--- config.mk ---
export PLATFORM = sky130hd
export DESIGN_NAME = flag_ctrl
export DESIGN_NICKNAME = d
export VERILOG_FILES = /design/src/rtl/flag_ctrl.sv
export SDC_FILE = /design/constraint.sdc
export NUM_CORES = 1
export LEC_CHECK = 0
export CAP_MARGIN = 20
export CORE_ASPECT_RATIO = 0.6
export CORE_MARGIN = 2
export CORE_UTILIZATION = 40
export CTS_CLUSTER_DIAMETER = 60
export DETAILED_ROUTE_END_ITERATION = 6
export GPL_ROUTABILITY_DRIVEN = 0
export PLACE_DENSITY = 0.74
export SLEW_MARGIN = 15
export SYNTH_ARGS = -nofsm -noshare
export SYNTH_HDL_FRONTEND = slang
export SYNTH_SLANG_ARGS = --single-unit
export TNS_END_PERCENT = 5
--- constraint.sdc ---
create_clock -name clk -period 1.99 [get_ports clk]
set_input_delay 0.4975 -clock clk [delete_from_list [all_inputs] [get_ports clk]]
set_output_delay 0.4975 -clock clk [all_outputs]
set_load 0.02 [all_outputs]
--- src/rtl/flag_ctrl.sv ---
// NVZ flag register and ID-stage branch resolution. Tracks which flags the
// instruction in EX will write and stalls a dependent branch for one cycle.
module flag_ctrl #(
  parameter int CNT_W = 16
) (
  input  logic             clk,
  input  logic             rst,
  input  logic             id_valid,
  input  logic [3:0]       id_opcode,
  input  logic [2:0]       id_ccc,
  input  logic             flush,
  input  logic             hold,
  input  logic [2:0]       alu_flags,
  output logic             N_flag,
  output logic             V_flag,
  output logic             Z_flag,
  output logic             br_stall,
  output logic             br_taken,
  output logic [CNT_W-1:0] stall_cnt
);

  localparam logic [3:0] OP_ADD = 4'b0000;
  localparam logic [3:0] OP_SUB = 4'b0001;
  localparam logic [3:0] OP_XOR = 4'b0010;
  localparam logic [3:0] OP_SLL = 4'b0100;
  localparam logic [3:0] OP_SRA = 4'b0101;
  localparam logic [3:0] OP_ROR = 4'b0110;
  localparam logic [3:0] OP_B   = 4'b1100;
  localparam logic [3:0] OP_BR  = 4'b1101;

  // Bit order everywhere is {N,V,Z}.
  logic [2:0]       id_mask;
  logic [2:0]       ex_mask_reg;
  logic [2:0]       flags_reg;
  logic [CNT_W-1:0] stall_cnt_reg;
  logic             id_live;
  logic             is_br;
  logic             cond;

  assign id_live = id_valid & ~flush;

  always_comb begin
    id_mask = 3'b000;
    if (id_live) begin
      case (id_opcode)
        OP_ADD, OP_SUB:                 id_mask = 3'b111;
        OP_XOR, OP_SLL, OP_SRA, OP_ROR: id_mask = 3'b001;
        default:                        id_mask = 3'b000;
      endcase
    end
  end

  assign is_br = id_live & ((id_opcode == OP_B) | (id_opcode == OP_BR));

  // Condition sees committed flags only; a dependent branch stalls instead.
  always_comb begin
    cond = 1'b0;
    case (id_ccc)
      3'b000:  cond = ~flags_reg[0];
      3'b001:  cond = flags_reg[0];
      3'b010:  cond = ~flags_reg[0] & ~flags_reg[2];
      3'b011:  cond = flags_reg[2];
      3'b100:  cond = flags_reg[0] | ~flags_reg[2];
      3'b101:  cond = flags_reg[2] | flags_reg[0];
      3'b110:  cond = flags_reg[1];
      default: cond = 1'b1;
    endcase
  end

  assign br_stall = is_br & (ex_mask_reg != 3'b000);
  assign br_taken = is_br & ~br_stall & cond;

  always_ff @(posedge clk or posedge rst) begin
    if (rst) begin
      ex_mask_reg <= 3'b000;
    end else if (!hold) begin
      ex_mask_reg <= br_stall ? 3'b000 : id_mask;
    end
  end

  generate
    for (genvar gi = 0; gi < 3; gi++) begin : g_flag
      always_ff @(posedge clk or posedge rst) begin
        if (rst) begin
          flags_reg[gi] <= 1'b0;
        end else if (!hold && ex_mask_reg[gi]) begin
          flags_reg[gi] <= alu_flags[gi];
        end
      end
    end
  endgenerate

  always_ff @(posedge clk or posedge rst) begin
    if (rst) begin
      stall_cnt_reg <= '0;
    end else if (!hold && br_stall && (stall_cnt_reg != {CNT_W{1'b1}})) begin
      stall_cnt_reg <= stall_cnt_reg + 1'b1;
    end
  end

  assign N_flag    = flags_reg[2];
  assign V_flag    = flags_reg[1];
  assign Z_flag    = flags_reg[0];
  assign stall_cnt = stall_cnt_reg;

endmodule

-- Word level (Yosys, flattened, before mapping)
Index checks and enable logic that the tools add are counted.
W data, S select, Z words.
- register bits after elaboration: 22
- output and inout port bits: 21
- logic and storage cells: 48
- add/sub/neg operators: 1
- eq/ne operators: 14
- mux-type cells: 4
- bitwise gates (word level): 13
- reductions and logical operators: 11
- operator list (kind ; count):
    $add A16 B1 Y16 const B ; 1
    $ne A16 B16 Y1 const B ; 1
    $eq A4 B3 Y1 const B ; 3
    $eq A3 B3 Y1 const B ; 3
    $eq A4 B4 Y1 const B ; 2
    $pmux W1 S7 ; 1
    $and A1 B1 Y1 ; 6
    $eq A3 B2 Y1 const B ; 2
    $mux W3 ; 2
    $pmux W3 S2 ; 1
    $logic_and A1 B1 Y1 ; 5
    $eq A4 B1 Y1 const B ; 1
    $eq A4 B2 Y1 const B ; 1
    $logic_not A4 Y1 ; 1
    $not A1 Y1 ; 4
    $reduce_or A4 Y1 ; 1
    $eq A3 B1 Y1 const B ; 1
    $logic_not A3 Y1 ; 1
    $or A1 B1 Y1 ; 3
    $reduce_bool A3 Y1 ; 1
    $reduce_or A2 Y1 ; 1
    $logic_not A1 Y1 ; 1

-- Longest topological paths before layout
Gate-level depths: netlist (run 1).
- depth in word-level cells: 7
- mapped depth: 7
- depth with buffers taken out: 6

-- Least setup slack after synthesis (run 1)
No wires, ideal clock.
- path type: register to register
- from: reg stall_cnt_reg[0] (netlist: stall_cnt[0])
- to: reg stall_cnt_reg[3] (netlist: stall_cnt[3])
- arrival time: 1.859 ns
- required time: 1.860 ns
- setup slack: 0.002 ns
- stages on the path, launching flop included: 8
- path buffers: 1
- period minus slack after synthesis: 1.988 ns
- path through: dfrtp_1 > ha_1 > and3_2 > and4_4 > a311oi_4 > buf_6 > nand4_1 > xnor2_1
- longest elaborated chain between the ends: 2
- ends and longest elaborated chain (item ; RTL line ; text):
    from (decl) ; 35 ; logic [CNT_W-1:0] stall_cnt_reg;
    from (signal assigned) ; 97 ; stall_cnt_reg <= stall_cnt_reg + 1'b1;
    branches (longest 2 deep; another with $add A16 B1 Y16) ; -- ;
Parallel ways; which one is timed is not known.
A chain may end at the register's enable or synchronous reset.

-- Worst setup path after layout (run 1)
- from: in id_ccc[1]
- to: out br_taken
- longest elaborated chain between the ends: 3
- ends and longest elaborated chain (item ; RTL line ; text):
    from (decl) ; 10 ; input logic [2:0] id_ccc,
    $eq A3 B3 Y1 (tied with other cells) ; 58 ; case (id_ccc)
    $pmux W1 S7 (*) ; 58 ;
    $and A1 B1 Y1 (*) ; 71 ; assign br_taken = is_br & ~br_stall & cond;
    to (decl) ; 18 ; output logic br_taken,
Every way passes the cells marked *; elsewhere a longest branch is shown, timed or not.

==> metrics.txt, run 1 <==
drt total wl=2560 um; Vias=891; WP data required=1.49 ns; number of synthesis warnings=0; HP Class=reg -> reg; nets=166; Clock Path Buffers=2; Initial Util=42.3%; initial antenna violation count=0; main flop type after synthesis=dfrtp_1; Worst-Margin Slew=0.356 ns; Max H-tree Level=1; unrepaired setup endpoints after global routing=true; synthesized instance count=95; Slew Viols, Final=0; min setup slack post-route=0.0154 ns; Async SR Flop Fraction=100%; CP Class=in -> out; Worst path slowest cell=o311a_1; CTS tree=yes; Max Fclk=506 MHz; Critical Path Max Stage Delay=0.34 ns; Inst Count DP=176; setup TNS=0 ns; final hold vios=0; Die Span X=70.7 um; Seq/Total Area, Yosys=49.2%; outcome=finished clean; Synth area leaders=dfrtp_1, xnor2_1, nand4_1; cells along the critical path=buf_2 -> buf_4 -> o311a_1 -> o2111a_1 -> buf_6; die area=3110 um^2; largest net degree at the start of global routing=22; vias in the first global route=889; synthesized net count=111; fin cells=181; leakage dissipation=0.756 nW; Inserted Clock Buffers=3; Finish-stage setup viols=0; Post-synth EDFFs=0; Cell Pwr Density=574 nW/um^2; final period utilization=99.2%; # hold bufs at CTS=0; Yosys top cell area share=49.2%; commonest non-fill, non-tap cell in the layout=clkdlybuf4s50_1; global-route wire length before repair=4080 um; ANT nets after route=0; Mapped Area=1070 um^2; peak supply drop=0.273 mV; Setup Skew=0.00456 ns; First DRT Iteration DRCs=7; max FFs per register=16; Area growth syn-to-layout=51.5%; dpl cell area=1560 um^2; maxcap violations=0; port buffer count=35; remaining global-route overflow=0; post-synth top area cell=dfrtp_1; Core Region=2520 um^2; Vias/cell=4.92; layout cell share with drive strength beyond 1=24.8%; Slew headroom=76.3%; worst skew pair latency=0.26 ns; pre-CTS setup slack=-0.879 ns; clock-pin slew of the registers on the worst-case setup and hold paths=0.07 ns; Seq cells post-synth=21; Period minus WS final=1.97 ns; Layout Utilization=64.1%; Avg Synthesized Cell Area=11.2 um^2; total power=0.927 mW; I/O pin total=36; DP HPWL=2010 um; Arr. time, crit path=1.48 ns; Avg WL per Cell=14.1 um; Synth cell types=31; CTS Sinks=21; root buf cell=clkbuf_8; Worst Setup Start Kind=primary input; final non-filler cell area=1620 um^2; aggregate global-route resource usage=17.5%; DRT Pass-1 Iters=4; most frequent cells in the layout=clkdlybuf4s50_1, dfrtp_1, buf_4; die height=44.0 um; number of remaining DRC errors=0; floorplan row count=14; Worst Setup End Kind=output pin; final hold slack=0.502 ns; crit path max fanout=3; # diodes=0
==> power breakdown <==
group	leakage, nW	switching [mW]	internal (mW)	total (mW)
clock	0.0228	0.130	0.142	0.273
combinational	0.445	0.0820	0.104	0.186
sequential	0.288	0.0224	0.446	0.469
total	0.756	0.235	0.693	0.927
==> synth_stat cells (2+ instances only) <==
master and count:
and3_1 2, and3_2 2, and4_1 2, xnor2_1 13, nand3_1 5, a32o_1 2
nand2_1 7, nor2_1 6, dfrtp_1 21, xor2_1 2, mux2_2 3, nor2b_1 3
nand4_1 6, inv_1 4
==> per-layer routing <==
| metal | vias up | wire length (um) | global-route usage, % |
|---|---|---|---|
| li1 | 451 | - | - |
| met1 | 415 | 1300 | 23.0 |
| met2 | 23 | 1120 | 28.0 |
| met3 | 2 | 117 | 5.24 |
| met4 | 0 | 23 | 6.79 |
| met5 | - | 0 | 0 |
==> final timing paths <==
kind / startpoint / depth (start not counted) / to / slack (ns)
min in group asynchronous: rst / 3 / stall_cnt[15]$_DFFE_PP0P_ / 0.58
setup / recovery: id_ccc[1] / 5 / br_taken / 0.02
max in group asynchronous: rst / 3 / stall_cnt[11]$_DFFE_PP0P_ / 1.20
hold / removal: stall_cnt[15]$_DFFE_PP0P_ / 1 / stall_cnt[15]$_DFFE_PP0P_ / 0.50
hold reg to reg: stall_cnt[15]$_DFFE_PP0P_ / 1 / stall_cnt[15]$_DFFE_PP0P_ / 0.50
setup reg to reg: stall_cnt[0]$_DFFE_PP0P_ / 7 / stall_cnt[11]$_DFFE_PP0P_ / 0.08
==> timing repair <==
| action | CTS | global route |
|---|---|---|
| resized for setup | 24 | 6 |
| gates cloned | 0 | 0 |
| pin swaps | 7 | 2 |
| buffers inserted | 0 | 1 |
| endpoints found under the setup margin | 14 | 9 |
==> logic make-up after synthesis <==
family	synth area share, %
AND/OR/NAND/NOR	21.3
flip-flops	49.2
multiplexers	3.17
buffers and inverters	2.46
adder cells (fa/ha/maj)	1.17
XOR/XNOR	12.3
AO/OA/AOI/OAI	10.3
==> worst max-delay path, delay by kind of cell <==
| kind | cells | cell delay, ns |
|---|---|---|
| AO/OA/AOI/OAI | 2 | 0.60 |
| buffers and inverters | 3 | 0.38 |
==> cell type report <==
cell class,instances,area [um^2]
clock buffers,4,45.0
fillers,208,906
inverters,4,15.0
multi-input cells,69,531
flip-flops and latches,21,526
well taps,32,40.0
repair buffers,51,460
Power figures use the tool's default switching activity.
==> run 2: changes to the inputs <==
- HOLD_SLACK_MARGIN: default -> 0.05
==> results of run 2 <==
No change in the layout: final DEF, timing and power equal those of run 1.
